`src/rtl/divider_recombine.sv`:
```
// divider_recombine: rebuilds dividend = quotient*divisor + remainder with a
// serial shift-add, one quotient bit per cycle, MSB first.
module divider_recombine #(
    parameter int N = 6,
    parameter int M = 4
) (
    input  logic           clk,
    input  logic           rstn,
    input  logic           in_valid,
    output logic           in_ready,
    input  logic [N-1:0]   quotient,
    input  logic [M-1:0]   divisor,
    input  logic [M-1:0]   remainder,
    output logic           out_valid,
    input  logic           out_ready,
    output logic [N+M-1:0] dividend,
    output logic           rem_err,
    output logic           busy
);
    localparam int W  = N + M;
    localparam int CW = (N > 1) ? $clog2(N) : 1;

    typedef enum logic [1:0] {IDLE, CALC, DONE} state_t;

    state_t        state, state_nxt;
    logic [N-1:0]  q_r;
    logic [M-1:0]  d_r, r_r;
    logic [W-1:0]  acc, sum;
    logic [CW-1:0] cnt;
    logic          last;

    // q_r is shifted left each step, so its MSB is always the current quotient bit
    assign last = (cnt == CW'(N - 1));

    // One shift-add step; the remainder is folded in on the final step
    always_comb begin
        sum = {acc[W-2:0], 1'b0};
        if (q_r[N-1]) sum = sum + W'(d_r);
        if (last)     sum = sum + W'(r_r);
    end

    // State register
    always_ff @(posedge clk or negedge rstn) begin
        if (!rstn) state <= IDLE;
        else       state <= state_nxt;
    end

    // Next-state logic; DONE never accepts new operands
    always_comb begin
        state_nxt = state;
        case (state)
            IDLE:    if (in_valid)  state_nxt = CALC;
            CALC:    if (last)      state_nxt = DONE;
            DONE:    if (out_ready) state_nxt = IDLE;
            default:                state_nxt = IDLE;
        endcase
    end

    // Operand capture, accumulation and result hold
    always_ff @(posedge clk or negedge rstn) begin
        if (!rstn) begin
            q_r      <= '0;
            d_r      <= '0;
            r_r      <= '0;
            acc      <= '0;
            cnt      <= '0;
            dividend <= '0;
            rem_err  <= 1'b0;
        end else begin
            case (state)
                IDLE: if (in_valid) begin
                    q_r     <= quotient;
                    d_r     <= divisor;
                    r_r     <= remainder;
                    acc     <= '0;
                    cnt     <= '0;
                    rem_err <= (remainder >= divisor);
                end
                CALC: begin
                    acc <= sum;
                    q_r <= q_r << 1;
                    cnt <= cnt + CW'(1);
                    if (last) dividend <= sum;
                end
                default: ;
            endcase
        end
    end

    assign in_ready  = (state == IDLE);
    assign out_valid = (state == DONE);
    assign busy      = (state != IDLE);

endmodule

```
`config.mk`:
```
export PLATFORM = sky130hd
export DESIGN_NAME = divider_recombine
export DESIGN_NICKNAME = d
export VERILOG_FILES = /design/src/rtl/divider_recombine.sv
export SDC_FILE = /design/constraint.sdc
export NUM_CORES = 1
export LEC_CHECK = 0
export CAP_MARGIN = 5
export CORE_MARGIN = 4
export CORE_UTILIZATION = 54
export CTS_CLUSTER_SIZE = 30
export DETAILED_ROUTE_END_ITERATION = 16
export PLACE_DENSITY = 0.86
export SYNTH_ARGS = -nofsm -noshare
export SYNTH_HDL_FRONTEND = slang
export SYNTH_SLANG_ARGS = --single-unit
```
`constraint.sdc`:
```
create_clock -name clk -period 3.6 [get_ports clk]
set_clock_uncertainty 0.2 [all_clocks]
set_input_delay 0.36 -clock clk [delete_from_list [all_inputs] [get_ports clk]]
set_output_delay 0.36 -clock clk [all_outputs]
set_load 0.01 [all_outputs]
```
==> results.json, run 1 <==
{
  "outcome": "completed",
  "p_per_area_mw_per_mm2": 962,
  "syn_area_sq_mm": 0.00220,
  "die_w_um": 71.8,
  "track_usage_pct": 18.8,
  "rsz0062_at_grt": "no",
  "hold_viol": 0,
  "core_area_sq_mm": 0.00380,
  "peakVddDrop_mv": 0.639,
  "hold_depth": 2,
  "cts_tree": "done",
  "cts_buffer_depth": 2,
  "antenna_found_initial": 0,
  "post-route-min-period_ns": 2.89,
  "crit_required_ns": 3.58,
  "drt-initial-drc-count": 90,
  "report.final.setup_viol": 0,
  "dieHeight_um": 71.8,
  "setup_ws_ns": 0.714,
  "grt_overflow": 0,
  "period_share_pct": 80.2,
  "fin_nets": 280,
  "fin_util_pct": 70.8,
  "h-tree-depth": 2,
  "clk_root_buffer_cell": "clkbuf_8",
  "r2r_cells": 9,
  "drc": 0,
  "die_area_sq_mm": 0.00515,
  "max_freq_mhz": 347,
  "drt_pre_antenna_iters": 4,
  "via_per_inst": 5.63,
  "ys_seq_area_share_pct": 44.4,
  "synth_top_area_share_pct": 44.4,
  "maxCapViolCount": 0,
  "globalplace.congestion": 0.888,
  "port_buffers": 31,
  "numCtsBuffers": 5,
  "multi_input_area_sq_mm": 0.00115,
  "slew_viol_final": 0,
  "cts_sinks": 39,
  "worstReg2RegStart": "acc[0]",
  "grt_pass1_wl_um": 7460,
  "grt_pass1_vias": 1632,
  "r2r_slack_ns": 0.71,
  "crit_arrival_ns": 2.86,
  "routedWlPerCell_um": 15.0,
  "max_slew.worst_pin.slew_ns": 0.848,
  "rr_endpoint": "acc[7]",
  "synth_cell_types": 37,
  "path_clk_slew_ns": 0.07,
  "yosysTopAreaCell": "dfrtp_1",
  "netlist_instances": 214,
  "area_delta_synth_final_pct": 22.4,
  "antenna_cells": 0,
  "synth.area.top_cells": "dfrtp_1, ha_1, o21ai_0",
  "crit_fanout": 3,
  "core.rowCount": 22,
  "dpl_worst_slack_ns": 0.722,
  "initial_utilization_pct": 57.8,
  "critPathKind": "reg2reg",
  "setup_tns_ns": 0,
  "postSynthAreaPerCell_sq_um": 10.3,
  "startpoint": "acc[0]",
  "ys_seq_elements": 39,
  "leakage_nw": 1.20,
  "slew_headroom_pct": 43.5,
  "yosysWarningCount": 0,
  "fillCellCount": 302,
  "grt_max_degree": 40,
  "io_pins": 32,
  "wirelength_um": 4430,
  "final_antenna_net_count": 0,
  "drive_gt1_share_pct": 12.5,
  "worst_setup_path_start_kind": "register",
  "end_kind": "register",
  "syn_nets": 247,
  "clkLatencyLatePin_ns": 0.30,
  "vias": 1666,
  "endpoint": "acc[7]",
  "seqCellArea_sq_um": 976,
  "hold_class": "reg2reg",
  "dp_hpwl_um": 3220
}
==> placed cells by master (no fill, tap or decap), types with 2 or more instances in the layout <==
cell type	Yosys	routed
xor2_1	5	5
dfrtp_1	39	39
mux2i_1	4	4
fa_1	2	2
o22ai_1	4	4
bufinv_16	0	2
clkbuf_8	0	5
ha_1	13	13
a21o_1	5	5
nor4_2	3	3
o21ai_1	9	9
nor2_1	16	16
buf_4	1	4
clkdlybuf4s50_1	0	30
nand2_1	17	17
mux2_2	6	6
mux2_1	3	3
o21ai_0	16	16
inv_1	8	8
nand2b_1	4	4
nand3_1	15	15
and2_1	2	2
nor3_1	3	3
xnor2_1	9	9
a21oi_1	8	8
==> registers in the layout, summed over array words and instances, names as in the netlist <==
signal	cells
d_r	4
rem_err	1
r_r	4
cnt	3
q_r	6
dividend	10
acc	9
state	2
==> critical path: stages, from the launching register on <==
cell and delay [ns]:
dfrtp_1 0.40, ha_1 0.22, fa_1 0.43, mux2_2 0.29, ha_1 0.33, a21o_1 0.20
a21oi_1 0.31, nor4_2 0.09, xor2_1 0.21, o21ai_1 0.08
==> worst min-delay path by stage <==
| stage | startpoint | endpoint | slack, ns |
|---|---|---|---|
| 2_1_floorplan | rstn | acc[0] | -0.14 |
| 3_3_place_gp | dividend[4] | dividend[4] | 0.26 |
| 3_5_place_dp | dividend[4] | dividend[4] | 0.27 |
| 4_1_cts | dividend[9] | dividend[9] | 0.30 |
| 5_1_grt | r_r[3] | r_r[3] | 0.32 |
| 6_report | dividend[9] | dividend[9] | 0.29 |
==> synth_stat cells, drive strengths merged <==
master	instances
nand2b	4
a21o	5
nor2	16
o211ai	1
o221ai	1
buf	1
a21bo	1
nand4	1
o21a	1
nor4b	1
xor2	5
dfrtp	39
clkbuf	9
nand2	17
nor3	3
and2	3
nand3	15
xnor2	10
a21oi	8
inv	8
mux2	9
o21ai	25
nor3b	1
and4bb	1
ha	13
o22ai	4
mux2i	4
or2	1
nor4	3
nand3b	1
fa	2
a211oi	1
==> where the power goes <==
| part | switching (mW) | internal (mW) | total [mW] |
|---|---|---|---|
| Clock | 0.150 | 0.277 | 0.427 |
| Combinational | 0.730 | 0.612 | 1.34 |
| Sequential | 0.178 | 0.642 | 0.820 |
| Total | 1.06 | 1.53 | 2.59 |
==> metrics by stage <==
stage	hold slack, ns	total power [mW]	area, sq um	instances
floorplan	-0.136	1.75	2200	214
global placement	0.264	2.09	2550	287
detailed placement	0.273	2.15	2550	287
CTS	0.296	2.60	2690	296
global route	0.322	2.80	2690	296
finish	0.286	2.59	2690	296
==> repair_timing <==
action                     CTS  global route
setup endpoints to repair    0             0
hold buffers                 1             0
hold endpoints to repair    31             0
resized for setup            0             0
setup buffers                0             0
==> metal layers <==
layer	wire length (um)	track usage, %	vias to the layer above
met5	0	0	-
li1	-	-	811
met2	2150	29.9	41
met4	94	7.72	0
met3	228	5.33	7
met1	1960	23.9	807
==> layout make-up <==
type / count / share of cell area (%)
Tap cell: 48 / 2.23
Timing Repair Buffer: 36 / 12.8
Sequential cell: 39 / 36.3
Inverter: 8 / 1.12
Multi-Input combinational cell: 157 / 42.6
Clock buffer: 6 / 2.70
Clock inverter: 2 / 2.23
==> logic make-up after synthesis <==
| logic type | count (synthesis) | share of synthesized area, % |
|---|---|---|
| AO/OA/AOI/OAI | 47 | 13.0 |
| XOR/XNOR | 15 | 6.32 |
| adder cells (fa/ha/maj) | 15 | 9.23 |
| buffers and inverters | 18 | 3.42 |
| flip-flops | 39 | 44.4 |
| multiplexers | 13 | 6.43 |
| AND/OR/NAND/NOR | 67 | 17.2 |
Power figures use the tool's default switching activity.
==> run 2: changes to the inputs <==
- clock period: 3.6 -> 2.95 ns (I/O delays scaled with it)
==> run 2 against run 1 <==
Non-clock buffer count is 1 higher. Sequential share of layout area increased by 0.068 points. Core utilization shrank 0.13 points. First-iteration DRC count down 17%. Power up 20%. Highest routed layer unchanged. Die area did not move.
==> results.json, run 2 (synthesis results as in run 1) <==
{
  "routed-wl-met2_um": 2220,
  "clk_root_buffer_cell": "clkbuf_8",
  "maxCapViolCount": 0,
  "leakage_nw": 1.19,
  "critPathKind": "reg2reg",
  "drt_pre_antenna_iters": 4,
  "initial_utilization_pct": 57.8,
  "switchingPower_mw": 1.32,
  "largest_reg_flops": 10,
  "report.final.setup_viol": 0,
  "numCtsBuffers": 5,
  "routedWlPerCell_um": 15.5,
  "final_cell_mix": "dfrtp_1, clkdlybuf4s50_1, nand2_1",
  "grt_pass1_vias": 1718,
  "dp.cells": 288,
  "crit_fanout": 3,
  "switching_share_pct": 42.6,
  "max_slew.worst_pin.slew_ns": 0.848,
  "area_delta_synth_final_pct": 22.2,
  "max_freq_mhz": 359,
  "post-route-cell-area_sq_mm": 0.00269,
  "via_per_inst": 5.60,
  "antenna_found_initial": 0,
  "post-route-min-period_ns": 2.79,
  "regMostFlops": "dividend",
  "dieHeight_um": 71.8,
  "dr_wl_met3_um": 251,
  "grt_max_degree": 40,
  "p_comb_share_pct": 56.1,
  "internal_power_mw": 1.78,
  "antenna_cells": 0,
  "slew_viol_final": 0,
  "setup_tns_ns": 0,
  "topRoutingLayerUsed": "met4",
  "period_share_pct": 94.5,
  "die_w_um": 71.8,
  "mostFrequentLayoutCell": "dfrtp_1",
  "clkLatencyLatePin_ns": 0.29,
  "cts_tree": "done",
  "h-tree-depth": 2,
  "peakVddDrop_mv": 0.632,
  "track_usage_pct": 20.4,
  "outcome": "completed",
  "worst_setup_path_start_kind": "register",
  "crit_required_ns": 2.92,
  "core.rowCount": 22,
  "drive_gt1_share_pct": 14.1,
  "p_seq_share_pct": 32.2,
  "cts_sinks": 39,
  "vias": 1657,
  "dp_hpwl_um": 3430,
  "cts_setup_buffers": 0,
  "rsz0062_at_grt": "no",
  "cts_buffer_depth": 2,
  "top_regs": "dividend: 10 flops, acc: 9 flops, q_r: 6 flops",
  "crit_arrival_ns": 2.76,
  "globalplace.congestion": 0.982,
  "p_per_area_mw_per_mm2": 1150,
  "port_buffers": 31,
  "grt_pass1_wl_um": 8130,
  "slew_headroom_pct": 43.5,
  "end_kind": "register",
  "drc": 0,
  "wl_met1_um": 2050,
  "io_pins": 32,
  "drt-initial-drc-count": 75,
  "die_area_sq_mm": 0.00515,
  "fin_nets": 281,
  "core_area_sq_mm": 0.00380,
  "hold_viol": 0,
  "grt_overflow": 0,
  "place_area_sq_mm": 0.00257,
  "path_clk_slew_ns": 0.07,
  "final_cell_count_no_fill": 296,
  "wirelength_um": 4590,
  "final_antenna_net_count": 0,
  "hold_class": "reg2reg",
  "power_frac_clock_pct": 11.7
}
-- run 2: cell types whose count changed in the layout (fill, tap and decap cells not counted), sizes merged --
cell,before,now
bufinv,2,0
buf,5,6
clkinv,0,1
-- run 2: final cells by class --
class                   count  area [sq um]
repair buffers             37           365
multi-input cells         157          1170
clock buffers               6          82.6
inverters                   8          30.0
fillers                   291          1110
clock inverters             1          5.00
well taps                  48          60.1
flip-flops and latches     39           976
-- run 2: worst paths after layout --
| kind | end | from | depth (start not counted) | slack, ns |
|---|---|---|---|---|
| setup / recovery | acc[8] | acc[0] | 9 | 0.16 |
| hold / removal | dividend[6] | dividend[6] | 2 | 0.29 |
| setup reg to reg | acc[8] | acc[0] | 9 | 0.16 |
| hold reg to reg | dividend[6] | dividend[6] | 2 | 0.29 |
| max in group asynchronous | q_r[4] | rstn | 2 | 1.58 |
| min in group asynchronous | r_r[1] | rstn | 2 | 0.44 |
-- run 2: power by group through the flow --
| stage | clock network [mW] | registers, mW | logic [mW] |
|---|---|---|---|
| 6_report | 0.362 | 0.998 | 1.74 |
| 5_1_grt | 0.391 | 1.04 | 1.94 |
| 4_1_cts | 0.371 | 0.994 | 1.68 |
| 3_5_place_dp | 0 | 1.00 | 1.66 |
| 3_3_place_gp | 0 | 0.984 | 1.59 |
| 2_1_floorplan | 0 | 0.962 | 1.17 |
-- run 2: critical path, cell delays in order (launching register included) --
cell	delay, ns
dfrtp_1	0.40
ha_1	0.22
fa_1	0.42
mux2_2	0.31
ha_4	0.29
a21o_1	0.13
a21oi_2	0.07
nor4_2	0.25
xor2_1	0.26
o21ai_1	0.09
-- run 2: repair_timing --
| action | CTS | global route |
|---|---|---|
| resized for setup | 0 | 3 |
| hold buffers | 1 | 0 |
| setup endpoints to repair | 0 | 10 |
| endpoints found under the hold margin | 39 | 0 |
-- run 2: per-stage QoR --
step / util [%] / hold WS (ns) / power (mW) / setup WS, ns
finish: 70.7 / 0.288 / 3.10 / 0.162
global route: 70.7 / 0.306 / 3.37 / 0.0161
CTS: 70.2 / 0.297 / 3.04 / 0.0292
detailed placement: 67.6 / 0.246 / 2.66 / 0.0512
global placement: 67.6 / 0.240 / 2.57 / 0.133
floorplan: - / -0.201 / 2.14 / 0.249
-- run 2: layer usage --
| layer | vias to the layer above | track usage [%] |
|---|---|---|
| li1 | 820 | - |
| met1 | 787 | 26.9 |
| met2 | 46 | 32.0 |
| met3 | 4 | 5.33 |
| met4 | 0 | 7.93 |
| met5 | - | 0 |
==> run 3: changes to the inputs <==
- CORE_ASPECT_RATIO: default -> 1.25
==> run 3 against run 2 <==
Die area increased by 0.12%. Core utilization down 1.1 points. Worst setup slack got worse by 0.029 ns. Clock power down 3%. Combinational power decreased by 3%. Critical path depth rose by 1. First-iteration DRC count grew 20%. Sequential share of layout area grew 0.10 points. Critical endpoint is now acc[6].
==> results.json, run 3 (synthesis results as in run 1) <==
{
  "globalplace.congestion": 0.905,
  "routedWlPerCell_um": 14.5,
  "peakVddDrop_mv": 0.643,
  "switching_share_pct": 42.8,
  "cp_cell_sequence": "ha_1 > fa_1 > mux2_2 > ha_1 > a21o_1 > a21oi_2 > nor2_1 > nand3_1 > xnor2_1 > o21ai_0",
  "core_area_sq_mm": 0.00385,
  "track_usage_pct": 20.0,
  "crit_arrival_ns": 2.78,
  "report.final.setup_viol": 0,
  "startpoint": "d_r[1]",
  "cpPeakStageDelay_ns": 0.44,
  "antenna_cells": 0,
  "io_pins": 32,
  "initial_utilization_pct": 57.1,
  "post-route-min-period_ns": 2.82,
  "crit_fanout": 3,
  "drt-initial-drc-count": 90,
  "switchingPower_mw": 1.30,
  "internal_power_mw": 1.74,
  "place_area_sq_mm": 0.00257,
  "slew_viol_final": 0,
  "p_seq_share_pct": 32.7,
  "post-route-cell-area_sq_mm": 0.00268,
  "h-tree-depth": 2,
  "critical_path.slowest_cell": "fa_1",
  "fin_nets": 281,
  "largest_reg_flops": 10,
  "regMostFlops": "dividend",
  "dp_hpwl_um": 3250,
  "outcome": "completed",
  "clkLatencyLatePin_ns": 0.29,
  "port_buffers": 31,
  "p_per_area_mw_per_mm2": 1130,
  "die_area_sq_mm": 0.00516,
  "dieHeight_um": 79.3,
  "r2r_cells": 10,
  "cts_buffer_depth": 2,
  "grt_max_degree": 40,
  "final_cell_count_no_fill": 303,
  "grt_overflow": 0,
  "final_antenna_net_count": 0,
  "end_kind": "register",
  "crit_required_ns": 2.91,
  "cpLargestDelayFamily": "adder cells",
  "mostFrequentLayoutCell": "dfrtp_1",
  "slew_headroom_pct": 44.0,
  "cts_tree": "done",
  "p_total_mw": 3.03,
  "crit_buf_inv": 0,
  "leakage_nw": 1.19,
  "wirelength_um": 4390,
  "hold_viol": 0,
  "antenna_found_initial": 0,
  "clk_root_buffer_cell": "clkbuf_8",
  "period_share_pct": 95.5,
  "drt_pre_antenna_iters": 4,
  "numCtsBuffers": 5,
  "worst_setup_path_start_kind": "register",
  "maxCapViolCount": 0,
  "cp.depth": 10,
  "area_delta_synth_final_pct": 21.9,
  "cts_sinks": 39,
  "min_from": "dividend[4]",
  "drive_gt1_share_pct": 13.7,
  "max_slew.worst_pin.slew_ns": 0.841,
  "critPathKind": "reg2reg",
  "hold_class": "reg2reg",
  "final_cell_mix": "dfrtp_1, clkdlybuf4s50_1, nand2_1",
  "cpMostUsedCell": "ha_1",
  "rsz0062_at_grt": "yes",
  "grt_pass1_wl_um": 7910,
  "drc": 0,
  "power_frac_clock_pct": 11.6,
  "vias": 1630,
  "hold_depth": 2,
  "grt_pass1_vias": 1745,
  "path_clk_slew_ns": 0.08,
  "die_w_um": 65.1,
  "setup_tns_ns": 0,
  "top_regs": "dividend: 10 flops, acc: 9 flops, q_r: 6 flops",
  "p_comb_share_pct": 55.7,
  "worstReg2RegStart": "d_r[1]",
  "max_freq_mhz": 355,
  "dp.cells": 294,
  "core.rowCount": 25,
  "via_per_inst": 5.38
}
==> run 3: tightest hold or removal path: cells and delay by family (launching register included) <==
family           cells  cell delay [ns]
flip-flops           1             0.35
AO/OA/AOI/OAI        1             0.06
AND/OR/NAND/NOR      1             0.04
==> run 3: path summary, 6_finish.rpt <==
path | end | slack, ns
hold reg to reg | dividend[4] | 0.28
setup reg to reg | acc[6] | 0.13
setup / recovery | acc[6] | 0.13
hold / removal | dividend[4] | 0.28
max in group asynchronous | dividend[2] | 1.59
min in group asynchronous | acc[2] | 0.44
==> run 3: layout make-up <==
class,count,area [sq um]
Clock buffer,6,72.6
Multi-Input combinational cell,157,1150
Timing Repair Buffer,37,365
Fill cell,308,1170
Clock inverter,2,12.5
Sequential cell,39,976
Tap cell,54,67.6
Inverter,8,30.0
==> run 3: power by group through the flow <==
stage | Clock, mW | Sequential, mW | Combinational [mW]
finish | 0.352 | 0.994 | 1.69
global route | 0.397 | 1.03 | 1.88
CTS | 0.361 | 0.994 | 1.67
detailed placement | 0 | 1.00 | 1.65
global placement | 0 | 0.991 | 1.58
floorplan | 0 | 0.962 | 1.17
==> run 3: through the flow <==
step | setup WS [ns] | hold WS (ns) | util (%)
floorplan | 0.249 | -0.201 | -
global route | -0.00995 | 0.317 | 69.6
finish | 0.134 | 0.282 | 69.6
global placement | 0.171 | 0.250 | 66.9
detailed placement | 0.0318 | 0.255 | 66.9
CTS | 0.0452 | 0.291 | 69.4
==> run 3: what timing repair did <==
action | in CTS | in global routing
buffers inserted | 0 | 0
endpoints found under the setup margin | 0 | 11
gates resized for setup | 0 | 2
hold buffers | 1 | 0
hold endpoints to repair | 39 | 0
==> run 3: layer usage <==
metal  GRT usage, %  routed length, um  share of wire (%)
met1           24.2               1780                 40
met3           4.81                178                4.1
met2           33.3               2310                 53
met5              0                  0                  0
met4           9.75                126                2.9
